## src/rtl/instruction_fetch_unit_if.sv

```systemverilog
// Fetch-side bus: ROM address/data plus the IF->decode valid/ready handshake.
interface instruction_fetch_unit_if #(
  parameter int ADDR_W = 12
);
  logic [ADDR_W-1:0] instruction_memory_address;
  logic [31:0]       instruction_memory_data;
  logic              if_valid;
  logic              if_ready;
  logic [31:0]       if_instruction;
  logic [31:0]       if_pc;

  modport master (
    output instruction_memory_address,
    input  instruction_memory_data,
    output if_valid,
    input  if_ready,
    output if_instruction,
    output if_pc
  );

  modport slave (
    input  instruction_memory_address,
    output instruction_memory_data,
    input  if_valid,
    output if_ready,
    input  if_instruction,
    input  if_pc
  );
endinterface

```

## src/rtl/instruction_fetch_unit.sv

```systemverilog
// IF stage: owns the PC, reads the combinational ROM and hands one
// registered word per cycle to decode; redirects flush the held word.
module instruction_fetch_unit #(
  parameter logic [31:0] RESET_PC = 32'h0000_0000,
  parameter int          ADDR_W   = 12
) (
  input  logic        clk,
  input  logic        rst,
  input  logic        fetch_enable,
  input  logic        redirect_valid,
  input  logic [31:0] redirect_pc,
  instruction_fetch_unit_if.master fbus,
  output logic [31:0] fetch_count
);

  typedef enum logic [1:0] {
    IDLE,
    FETCH,
    HOLD,
    DRAIN
  } state_e;

  localparam logic [31:0] NOP = 32'h0000_0013;

  state_e      state_q, state_d;
  logic [31:0] pc_q, pc_d;
  logic        valid_q, valid_d;
  logic [31:0] instr_q, instr_d;
  logic [31:0] ipc_q, ipc_d;
  logic [31:0] count_q, count_d;

  logic xfer;
  logic load;
  logic unused_bits;

  assign unused_bits = ^redirect_pc[1:0];

  assign xfer = valid_q && fbus.if_ready;
  assign load = ((state_q == FETCH) || (state_q == HOLD))
             && fetch_enable
             && (!valid_q || fbus.if_ready);

  always_comb begin
    state_d = state_q;
    pc_d    = pc_q;
    valid_d = valid_q;
    instr_d = instr_q;
    ipc_d   = ipc_q;
    count_d = count_q;
    if (redirect_valid) begin
      pc_d    = {redirect_pc[31:2], 2'b00};
      valid_d = 1'b0;
      state_d = fetch_enable ? FETCH : IDLE;
    end else begin
      if (xfer) count_d = count_q + 32'd1;
      if (load) begin
        instr_d = fbus.instruction_memory_data;
        ipc_d   = pc_q;
        valid_d = 1'b1;
        pc_d    = pc_q + 32'd4;
      end else if (xfer) begin
        valid_d = 1'b0;
      end
      // HOLD means "word presented but not taken"; pc stays frozen
      unique case (state_q)
        IDLE: begin
          if (fetch_enable) state_d = FETCH;
        end
        FETCH, HOLD: begin
          if (!fetch_enable) state_d = DRAIN;
          else if (!load)    state_d = HOLD;
          else               state_d = FETCH;
        end
        DRAIN: begin
          if (!valid_q || fbus.if_ready) state_d = IDLE;
        end
      endcase
    end
  end

  always_ff @(posedge clk) begin
    if (rst) begin
      state_q <= IDLE;
      pc_q    <= {RESET_PC[31:2], 2'b00};
      valid_q <= 1'b0;
      instr_q <= NOP;
      ipc_q   <= 32'h0;
      count_q <= 32'h0;
    end else begin
      state_q <= state_d;
      pc_q    <= pc_d;
      valid_q <= valid_d;
      instr_q <= instr_d;
      ipc_q   <= ipc_d;
      count_q <= count_d;
    end
  end

  assign fbus.instruction_memory_address = pc_q[ADDR_W+1:2];
  assign fbus.if_valid       = valid_q;
  assign fbus.if_instruction = instr_q;
  assign fbus.if_pc          = ipc_q;
  assign fetch_count         = count_q;

endmodule
```

## src/flat_wrapper.sv

```systemverilog
// flat-port wrapper written by rule: the top's interface ports become plain ports
module instruction_fetch_unit_flat 
#(
  parameter logic [31:0] RESET_PC = 32'h0000_0000,
  parameter int          ADDR_W   = 12
)
  (clk, rst, fetch_enable, redirect_valid, redirect_pc, fetch_count, fbus_instruction_memory_address, fbus_instruction_memory_data, fbus_if_valid, fbus_if_ready, fbus_if_instruction, fbus_if_pc);
  instruction_fetch_unit_if #(.ADDR_W(ADDR_W)) fbus_i ();
  input  logic clk;
  input  logic rst;
  input  logic fetch_enable;
  input  logic redirect_valid;
  input  logic [31:0] redirect_pc;
  output logic [31:0] fetch_count;
  output wire logic [$bits(fbus_i.instruction_memory_address)-1:0] fbus_instruction_memory_address;
  input wire logic [$bits(fbus_i.instruction_memory_data)-1:0] fbus_instruction_memory_data;
  output wire logic [$bits(fbus_i.if_valid)-1:0] fbus_if_valid;
  input wire logic [$bits(fbus_i.if_ready)-1:0] fbus_if_ready;
  output wire logic [$bits(fbus_i.if_instruction)-1:0] fbus_if_instruction;
  output wire logic [$bits(fbus_i.if_pc)-1:0] fbus_if_pc;
  assign fbus_instruction_memory_address = fbus_i.instruction_memory_address;
  assign fbus_i.instruction_memory_data = fbus_instruction_memory_data;
  assign fbus_if_valid = fbus_i.if_valid;
  assign fbus_i.if_ready = fbus_if_ready;
  assign fbus_if_instruction = fbus_i.if_instruction;
  assign fbus_if_pc = fbus_i.if_pc;
  instruction_fetch_unit #(.RESET_PC(RESET_PC), .ADDR_W(ADDR_W)) u_core (.clk(clk), .rst(rst), .fetch_enable(fetch_enable), .redirect_valid(redirect_valid), .redirect_pc(redirect_pc), .fbus(fbus_i), .fetch_count(fetch_count));
endmodule
```

## config.mk

```make
export PLATFORM = sky130hd
export DESIGN_NAME = instruction_fetch_unit_flat
export DESIGN_NICKNAME = d
export VERILOG_FILES = /design/src/rtl/instruction_fetch_unit_if.sv /design/src/rtl/instruction_fetch_unit.sv /design/src/flat_wrapper.sv
export SDC_FILE = /design/constraint.sdc
export NUM_CORES = 1
export LEC_CHECK = 0
export CAP_MARGIN = 10
export CORE_ASPECT_RATIO = 2
export CORE_MARGIN = 2
export CORE_UTILIZATION = 40
export CTS_CLUSTER_DIAMETER = 200
export DETAILED_ROUTE_END_ITERATION = 10
export PLACE_DENSITY = 0.79
export SYNTH_ARGS = -nofsm -noshare
export SYNTH_HDL_FRONTEND = slang
export SYNTH_SLANG_ARGS = --single-unit
```

## constraint.sdc

```tcl
create_clock -name clk -period 4.8 [get_ports clk]
set_clock_uncertainty 0.05 [all_clocks]
set_input_delay 1.2 -clock clk [delete_from_list [all_inputs] [get_ports clk]]
set_output_delay 1.2 -clock clk [all_outputs]
set_load 0.05 [all_outputs]
```

-- Yosys cells after proc, flatten, opt, wreduce, memory -nomap -nowiden
Cells that the tools add are included.
- bits in registers: 131
- input port bits: 69
- word-level logic and storage cells: 40
- $add $sub $neg: 2
- equality and inequality tests: 5
- muxes and demuxes: 11
- bitwise operators: 1
- reduce and logical (&&, ||, !) cells: 14
- operator list (kind ; number):
    $mux W32 ; 2
    $add A32 B1 Y32 const B ; 1
    $add A32 B3 Y32 const B ; 1
    $mux W2 ; 5
    $pmux W2 S3 ; 1
    $reduce_and A2 Y1 ; 3
    $eq A2 B2 Y1 const B ; 2
    $reduce_bool A2 Y1 ; 2
    $reduce_or A2 Y1 ; 2
    $logic_and A1 B1 Y1 ; 3
    $mux W1 ; 3
    $ne A3 B2 Y1 const B ; 1
    $ne A3 B3 Y1 const B ; 1
    $eq A2 B1 Y1 const B ; 1
    $logic_not A2 Y1 ; 1
    $logic_or A1 B1 Y1 ; 2
    $logic_not A1 Y1 ; 1
    $not A1 Y1 ; 1

-- Depth between registers and ports, before layout
- depth in word-level cells: 8
- mapped depth: 8

-- Least setup slack after synthesis
Ideal clock, no wire load.
- path kind: in2reg
- start: input fbus_if_ready
- end: register u_core.pc_q[29]
- setup time: 0.062 ns
- arrival time: 2.603 ns
- data required time: 4.688 ns
- slack: 2.085 ns
- stages: 6
- buffers on the path: 2
- cells stage by stage: nor2b_1 clkbuf_1 or3_1 clkbuf_1 or4_1 nand3_1
- word-level cells in the longest chain between the ends: 3
- RTL lines (element ; line ; source):
    from (decl) ; flat_wrapper.sv:18 ; input wire logic [$bits(fbus_i.if_ready)-1:0] fbus_if_ready;
    $logic_or A1 B1 Y1 ; instruction_fetch_unit.sv:41 ; && (!valid_q || fbus.if_ready);
    $logic_and A1 B1 Y1 ; instruction_fetch_unit.sv:41 ;
    $reduce_bool A2 Y1 (no line) ; -- ;
    to (signal assigned) ; instruction_fetch_unit.sv:84 ; pc_q <= {RESET_PC[31:2], 2'b00};
    to (signal assigned) ; instruction_fetch_unit.sv:91 ; pc_q <= pc_d;
    to (decl) ; instruction_fetch_unit.sv:26 ; logic [31:0] pc_q, pc_d;
Every way passes these cells.
A chain may end at the register's enable or synchronous reset.

-- Final worst setup path
- start: input redirect_valid
- end: register u_core.count_q[25] (netlist: u_core.fetch_count[25])
- word-level cells in the longest chain between the ends: 2
- RTL lines (element ; line ; source):
    from (decl) ; flat_wrapper.sv:12 ; input logic redirect_valid;
    $not A1 Y1 (no line) ; -- ;
    $reduce_and A2 Y1 (no line) ; -- ;
    to (signal assigned) ; instruction_fetch_unit.sv:95 ; count_q <= count_d;
    to (decl) ; instruction_fetch_unit.sv:30 ; logic [31:0] count_q, count_d;
Every way passes these cells.

==> impl_metrics.toml <==
[outcome]
outcome = "finished, final reports clean"

[cells_and_area]
fillCellCount = 1361
syn2layout_area_growth_pct = 38.50
antenna_cells = 0
layout-drive-gt1-share = 0.05624
final_nets = 950

[hold_path]
hp-class = "reg -> reg"
hold_start = "u_core.fbus.if_instruction[3]"
holdPathEnd = "u_core.fbus.if_instruction[3]"
hold_depth = 2

[flow_run]
drv_cap = 0

[cts]
clk_latency_ns = 0.41
root_buffer = "clkbuf_16"
hold_buffers = 0
htreeDepth = 4
max-clock-path-buffers = 2
cts_resized = 0
numCtsBuffers = 17
clk_pin_slew_ns = 0.06
clock_sinks = 127
tritoncts = "built"
post_cts_buffers = 0

[setup_path]
worstPathMaxFanout = 20
worstPathArrival_ns = 3.74
r2r-start = "u_core.state_q[0]"
path_class = "in -> reg"
cp_cell_sequence = "clkdlybuf4s50_1, and3b_1, nand3_1, or4_1, a21oi_1"
cp_num_buf_inv = 1
endpoint_kind = "register"
cp_top_family = "simple AND/OR/NAND/NOR gates"
rrSetupSlack_ns = 2.12
r2r_cells = 6
r2r_end = "u_core.pc_q[17]"
start_kind = "input pin"
cp_slowest_stage_delay_ns = 0.67
cpMaxStageDelayCell = "or4_1"
required_ns = 5.07

[placement]
place.port_buffers = 173
post-dp-hpwl_mm = 12.10
gp_congestion = 0.8299

[timing]
setup-violations-final = 0
max_freq_mhz = 288.4
tightest_slew_ns = 1.020
whs_ns = 0.4011
finalMaxSlewViolations = 0
finalWorstPathRequiredPeriod_ns = 3.468
setup-tns-final_ns = 0
post-route-period-util = 0.7225
hold_viol = 0
max_slew_margin = 0.3149
rsz0062_at_grt = "no"

[logic_synthesis]
async_flop_share = 0
yosysUniqueCellTypes = 49
syn_avg_cell_area_um2 = 7.875
synthFlopType = "dfxtp_1"
yosys_warnings = 0
postSynthCellCount = 749
ys_ff_latch = 127
synth_area_um2 = 5898
synth_edf_count = 0
yosysSeqAreaShare = 0.4311

[grt]
grt_usage = 0.2151
grt_max_degree = 87
grt_overflow = 0
antenna_found_initial = 0
grt_pass1_vias = 5595
grt_pass1_wl_mm = 27.60

[drt]
ant_nets = 0
routed-via-count = 5884
via_per_inst = 5.443
firstDrtPassIters = 5
drc = 0
drt_wl_total_mm = 17.08
drtIter0Drc = 218
wl_per_cell_um = 15.80

[die]
initial_core_util = 0.4088
fp.dieArea_um2 = 15790
die_y_um = 175.7
ioPinCount = 178
core_area_um2 = 14430
die_w_um = 89.87
core.rowCount = 62

[power_and_ir_drop]
p_leak_nw = 2.683
peakVddDrop_mv = 0.2501
power_density_nw_per_um2 = 322.5
worst register-to-register path, delay by kind of cell (launching register included):
| family | cells | cell delay [ns] |
|---|---|---|
| AND/OR/NAND/NOR | 2 | 1.11 |
| AO/OA/AOI/OAI | 2 | 0.65 |
| flip-flops | 1 | 0.35 |
| adder cells (fa/ha/maj) | 1 | 0.30 |
| buffers and inverters | 1 | 0.07 |
area by class of cell:
cell class,instances,area (um^2),share of cell area
timing repair buffer,180,1782,0.2181
clock buffer,18,439.2,0.05376
tap,192,240.2,0.02941
clock inverter,14,132.6,0.01624
sequential,127,2542,0.3112
inverter,17,63.81,0.007811
multi-input combinational,533,2969,0.3635
worst max-delay path by stage:
stage,startpoint,to,slack (ns),cells after the start
2_1_floorplan,fbus_if_ready,u_core.pc_q[29],2.09,6
3_3_place_gp,redirect_valid,u_core.fetch_count[17],0.95,5
3_5_place_dp,redirect_valid,u_core.fetch_count[29],0.93,5
4_1_cts,redirect_valid,u_core.fetch_count[25],1.35,5
5_1_grt,redirect_valid,u_core.fetch_count[31],1.16,5
6_report,redirect_valid,u_core.fetch_count[25],1.33,5
Yosys cell counts, types with 14 or more instances:
| cell type | instances | share of area |
|---|---|---|
| dfxtp_1 | 127 | 0.43 |
| nand4_1 | 22 | 0.023 |
| nand3_1 | 20 | 0.017 |
| a21oi_1 | 84 | 0.071 |
| inv_1 | 16 | 0.010 |
| or4_1 | 24 | 0.031 |
| o31ai_1 | 24 | 0.031 |
| clkbuf_1 | 51 | 0.032 |
| buf_4 | 14 | 0.018 |
| nor2_1 | 45 | 0.029 |
| nand2_1 | 157 | 0.10 |
| nor4_1 | 15 | 0.016 |
flip-flops by register name, indices dropped and copies added (netlist names):
name and count:
u_core.pc_q 30, u_core.fbus.if_pc 30, u_core.fbus.if_valid 1, u_core.state_q 2, u_core.fetch_count 32, u_core.fbus.if_instruction 32
power breakdown:
part           switching (mW)  internal, mW  leakage (nW)
logic                   0.163         0.118          1.38
clock network           0.499         0.733         0.274
registers              0.0363          1.09          1.03
cell families (layout without fill, tap and decap cells):
group | count (synthesis) | count (layout) | synth area share
AO/OA/AOI/OAI | 156 | 156 | 0.1674
adder cells (fa/ha/maj) | 5 | 5 | 0.01061
flip-flops | 127 | 127 | 0.4311
AND/OR/NAND/NOR | 350 | 350 | 0.2910
multiplexers | 5 | 5 | 0.009121
buffers and inverters | 90 | 229 | 0.06788
other | 1 | 2 | 0.0006358
XOR/XNOR | 15 | 15 | 0.02227
per-layer routing:
metal | track usage | wire (um) | part of all wire
met1 | 0.2188 | 6301 | 0.37
met4 | 0.1442 | 773 | 0.045
met3 | 0.03732 | 745 | 0.044
met2 | 0.3977 | 9257 | 0.54
met5 | 0 | 0 | 0
per-stage QoR:
step / total power [mW] / std cells / util / setup slack [ns] / instance area, um^2
after global routing: 2.747 / 1081 / 0.5662 / 1.156 / 8169
after global placement: 1.423 / 1049 / 0.5265 / 0.9534 / 7597
after detailed placement: 1.426 / 1049 / 0.5265 / 0.9267 / 7597
final: 2.635 / 1081 / 0.5662 / 1.332 / 8169
after floorplan: 1.311 / 750 / - / 2.085 / 5902
after CTS: 2.673 / 1081 / 0.5662 / 1.354 / 8169
layout by cell type, fill, tap and decap left out, types with 4 or more instances in the layout:
master / instances
xnor2_1: 9
nand2b_1: 5
nor4_1: 15
o21ai_0: 7
dfxtp_1: 127
nand4_1: 22
nand3b_1: 4
clkbuf_16: 17
nand3_1: 19
nor2_1: 45
nor3b_1: 5
a2111oi_0: 8
or3_1: 9
a21oi_1: 84
xor2_1: 6
inv_6: 4
o31ai_1: 24
and3_1: 8
o31a_1: 6
or4_1: 24
nor2b_1: 12
a211oi_1: 6
nor3_1: 8
and4_1: 5
clkdlybuf4s50_1: 172
nand2_1: 157
clkinv_4: 4
a311oi_1: 12
ha_1: 5
inv_1: 16
buf_4: 8
Power figures use the tool's default switching activity.
